### src/rtl/nn_sc_pkg.sv
// nn_sc_pkg: shared state encoding and frame-length helper for the stochastic frame counter
package nn_sc_pkg;
  typedef enum logic [1:0] {IDLE = 2'd0, RUN = 2'd1, HOLD = 2'd2} sc_state_e;
  localparam int DEF_W = 8;
  function automatic int unsigned frame_len(input int unsigned w);
    return 32'd1 << w;
  endfunction
endpackage

### src/rtl/nn_sc_frame_counter_bitcount.sv
// SC_BITCOUNT: N-bit accumulator; ports clk/rst, clr (zero), en (count), dn (down), cnt_q (value), cnt_d (next value)
module SC_BITCOUNT #(
  parameter int N = 8
) (
  input  logic         clk,
  input  logic         rst,
  input  logic         clr,
  input  logic         en,
  input  logic         dn,
  output logic [N-1:0] cnt_q,
  output logic [N-1:0] cnt_d
);
  always_comb cnt_d = clr ? '0 : en ? (dn ? cnt_q - 1'b1 : cnt_q + 1'b1) : cnt_q;
  always_ff @(posedge clk)
    if (rst) cnt_q <= '0;
    else cnt_q <= cnt_d;
endmodule

### src/rtl/nn_sc_frame_counter.sv
// nn_sc_frame_counter: counts a (unsigned) and signed z over 2^W cycles; ports CLK, INIT, START, a, z, SIGN_z, ACK in; A_COUNT, Z_COUNT, VALID, BUSY out
module nn_sc_frame_counter
  import nn_sc_pkg::*;
#(
  parameter int W = DEF_W
) (
  input  logic         CLK,
  input  logic         INIT,
  input  logic         START,
  input  logic         a,
  input  logic         z,
  input  logic         SIGN_z,
  input  logic         ACK,
  output logic [W:0]   A_COUNT,
  output logic [W+1:0] Z_COUNT,
  output logic         VALID,
  output logic         BUSY
);
  sc_state_e    state_q, state_d;
  logic [W-1:0] cnt_q, cnt_d;
  logic [W:0]   a_count_q, a_count_d, a_acc, a_nxt;
  logic [W+1:0] z_count_q, z_count_d, z_acc, z_nxt;
  logic         valid_q, valid_d, busy_q, busy_d;
  logic         run, term, ack_h, go;
  always_comb begin
    run       = state_q == RUN;
    term      = run && cnt_q == '1;
    ack_h     = state_q == HOLD && ACK;
    go        = START && (state_q == IDLE || ack_h);
    state_d   = go ? RUN : term ? HOLD : ack_h ? IDLE : state_q;
    cnt_d     = go ? '0 : run ? cnt_q + 1'b1 : cnt_q;
    // next-accumulator values already include this edge's (final) sample
    a_count_d = term ? a_nxt : a_count_q;
    z_count_d = term ? z_nxt : z_count_q;
    valid_d   = term ? 1'b1 : ack_h ? 1'b0 : valid_q;
    busy_d    = state_d == RUN;
  end
  always_ff @(posedge CLK)
    if (INIT) begin
      state_q   <= IDLE;
      cnt_q     <= '0;
      a_count_q <= '0;
      z_count_q <= '0;
      valid_q   <= 1'b0;
      busy_q    <= 1'b0;
    end else begin
      state_q   <= state_d;
      cnt_q     <= cnt_d;
      a_count_q <= a_count_d;
      z_count_q <= z_count_d;
      valid_q   <= valid_d;
      busy_q    <= busy_d;
    end
  SC_BITCOUNT #(.N(W + 1)) u_a (
    .clk(CLK), .rst(INIT), .clr(go), .en(run && a), .dn(1'b0), .cnt_q(a_acc), .cnt_d(a_nxt)
  );
  SC_BITCOUNT #(.N(W + 2)) u_z (
    .clk(CLK), .rst(INIT), .clr(go), .en(run && z), .dn(SIGN_z), .cnt_q(z_acc), .cnt_d(z_nxt)
  );
  assign A_COUNT = a_count_q;
  assign Z_COUNT = z_count_q;
  assign VALID   = valid_q;
  assign BUSY    = busy_q;
endmodule

### config.mk
export PLATFORM = sky130hd
export DESIGN_NAME = nn_sc_frame_counter
export DESIGN_NICKNAME = d
export VERILOG_FILES = /design/src/rtl/nn_sc_pkg.sv /design/src/rtl/nn_sc_frame_counter_bitcount.sv /design/src/rtl/nn_sc_frame_counter.sv
export SDC_FILE = /design/constraint.sdc
export NUM_CORES = 1
export LEC_CHECK = 0
export CAP_MARGIN = 20
export CORE_MARGIN = 4
export CORE_UTILIZATION = 40
export CTS_CLUSTER_DIAMETER = 120
export CTS_CLUSTER_SIZE = 30
export DETAILED_ROUTE_END_ITERATION = 12
export HOLD_SLACK_MARGIN = 0.15
export MAX_ROUTING_LAYER = met4
export SKIP_LAST_GASP = 1
export SLEW_MARGIN = 20
export SYNTH_ARGS = -nofsm -noshare
export SYNTH_HDL_FRONTEND = slang
export SYNTH_SLANG_ARGS = --single-unit
### constraint.sdc
create_clock -name CLK -period 5.52 [get_ports CLK]
set_clock_uncertainty 0.2 [all_clocks]
set_input_delay 0.828 -clock CLK [delete_from_list [all_inputs] [get_ports CLK]]
set_output_delay 0.828 -clock CLK [all_outputs]
set_load 0.005 [all_outputs]
==> qor.yml <==
critical_path:
  cp-startpoint: "SIGN_z"
  reg2reg_to: "Z_COUNT[4]$_SDFFE_PP0N_"
  crit_path_end_kind: "flip-flop"
  critPathLaunchType: "input pin"
  reg2reg_slack_ns: 2.58
  rr_worst_depth: 5
  cp_max_fo: 11
  path_class: "in2reg"
  r2r-start: "state_q[0]$_SDFF_PP0_"
  worst_ep_required_time_ns: 5.47
  worstPathArrival_ns: 3.34
clocking:
  cts_buffer_depth: 2
  hold_buffers: 0
  cts.reportedPaths.clkPinSlew_ns: 0.09
  cts_buffers: 5
  root_buffer: "clkbuf_8"
  cts_tree: "done"
  cts.sinks: 50
  cts_setup_buffers: 0
  cts_resized: 0
  clk_latency_ns: 0.29
  cts_max_level: 2
synthesis:
  synthTopCellsByArea: "dfxtp_1, ha_1, nor2_1"
  synth_edf_count: 0
  synth_top_area_share_pct: 44.03
  ys_warn_count: 0
  syn_nets: 263
  synthTopCellsByCount: "dfxtp_1, nor2_1, a21oi_1"
  synth_cell_type_count: 50
  synth-seq-area-share_pct: 44.03
  synthFlopType: "dfxtp_1"
  synth_most_common_cell: "dfxtp_1"
  netlist_area_mm2: 0.002273
  syn_area_per_cell_um2: 9.279
  async_flop_share_pct: 0
  synth_top_cell_by_area: "dfxtp_1"
  synth_cells: 245
  synth_seq_cells: 50
drt:
  vias_per_cell: 5.202
  via_count: 1774
  drt_wl_total_mm: 4.593
  drtIter0Drc: 82
  wl_per_cell_um: 13.47
  dr.pass1.iters: 4
  drc: 0
  ant_nets: 0
run:
  max-cap-violations: 0
sta:
  fin_crit_sh_pct: 61.57
  slew_headroom_pct: 41.00
  finalSetupViolations: 0
  fmax_mhz: 294.2
  tns_ns: 0
  whs_ns: 0.2846
  post-route-min-period_ns: 3.399
  final_hold_viol_count: 0
  rsz0062_at_grt: "no"
  slew_viol_final: 0
  tightestPinTransition_ns: 0.8850
grt:
  grt_pass1_wl_mm: 8.017
  grt_antenna_before_repair: 0
  grt_pass1_vias: 1718
  grt_max_degree: 24
  grt_overflow: 0
  grtUsageTotal_pct: 14.16
power:
  p_per_area_mw_per_mm2: 242.5
  ir_drop_mv: 0.1433
  p_leak_nw: 1.030
min_path:
  hold_depth: 2
  hold_end: "VALID$_SDFFE_PP0P_"
  min-delay-start: "VALID$_SDFFE_PP0P_"
  hold_class: "reg2reg"
floorplan:
  rows: 27
  dieHeight_um: 83.39
  dieWidth_um: 83.39
  dieArea_mm2: 0.006954
  initial_core_util_pct: 41.29
  ios: 28
  core_region_area_mm2: 0.005507
placement:
  io_buffers: 27
  place_congestion: 0.8857
  place_area_mm2: 0.002564
  dp_hpwl_mm: 3.268
status:
  outcome: "complete, no violations"
cells_and_area:
  drive_gt1_share_pct: 5.576
  syn_to_final_growth_pct: 16.79
  final_util_pct: 48.22
  fin_nets: 286
  antenna_cells: 0
  postLayoutCellArea_mm2: 0.002655
-- area by class of cell --
type,count,area [µm²]
sequential,50,1001
inverter,5,18.77
clock buffer,7,86.33
clock inverter,1,5.005
timing repair buffer,27,270.3
tap,72,90.09
multi-input combinational,179,1184
fill,534,2851
-- cells in the final DEF, fill, tap and decap left out, types with 5 or more instances in the layout --
cell type	n
nor3_1	8
ha_1	10
nand3b_1	5
inv_1	5
nor2_1	30
dfxtp_1	50
a21oi_1	21
xnor2_1	9
xor2_1	8
o22a_1	11
o21ai_0	6
clkdlybuf4s50_1	27
a211oi_1	5
nand2_1	17
clkbuf_8	6
-- power by group --
part,switching (mW),leakage [nW],internal [mW]
Combinational,0.0343,0.577,0.0229
Clock,0.117,0.0482,0.101
Sequential,0.00365,0.404,0.365
Total,0.154,1.03,0.489
-- state kept, by name, indices dropped and copies added (netlist names) --
name and count:
u_z.cnt_q 10, BUSY 1, A_COUNT 9, VALID 1, state_q 2, cnt_q 8, Z_COUNT 10, u_a.cnt_q 9
-- metal layers --
layer | global-route usage, % | part of all wire [%] | vias to the layer above
met5 | - | 0 | -
met4 | 2.675 | 0.39 | 0
met3 | 2.778 | 1.9 | 2
met2 | 23.18 | 47 | 14
met1 | 18.31 | 50 | 836
li1 | - | - | 922
-- stage by stage --
step | power (mW) | instances | worst slack (ns)
after detailed placement | 0.4347 | 333 | 1.802
after global routing | 0.6745 | 341 | 1.866
after global placement | 0.4344 | 333 | 1.815
after CTS | 0.6542 | 341 | 2.105
after floorplan | 0.4195 | 245 | 2.743
final | 0.6439 | 341 | 2.121
-- worst max path at each step --
stage               cells after the start                       to  slack [ns]
floorplan                               7  Z_COUNT[6]$_SDFFE_PP0N_        2.74
global placement                        8  Z_COUNT[6]$_SDFFE_PP0N_        1.82
detailed placement                      8  Z_COUNT[6]$_SDFFE_PP0N_        1.80
CTS                                     8  Z_COUNT[6]$_SDFFE_PP0N_        2.10
global route                            8  Z_COUNT[6]$_SDFFE_PP0N_        1.87
finish                                  8  Z_COUNT[6]$_SDFFE_PP0N_        2.12
-- kinds of logic (layout without fill, tap and decap cells) --
kind of cell / Yosys count / after routing / share of synthesized area, %
multiplexers: 2 / 2 / 0.8806
flip-flops: 50 / 50 / 44.03
AO/OA/AOI/OAI: 59 / 59 / 17.89
XOR/XNOR: 17 / 17 / 6.550
AND/OR/NAND/NOR: 90 / 90 / 20.36
adder cells (fa/ha/maj): 11 / 11 / 6.384
buffers and inverters: 16 / 40 / 3.907
-- critical path, cell delays in order --
cell	delay [ns]
clkdlybuf4s50_1	0.67
fa_1	0.57
a21o_1	0.20
a21o_1	0.20
a21oi_1	0.19
mux2i_1	0.10
a2111oi_1	0.45
a211oi_1	0.14
Note: power is estimated with default switching activity, not from simulation.
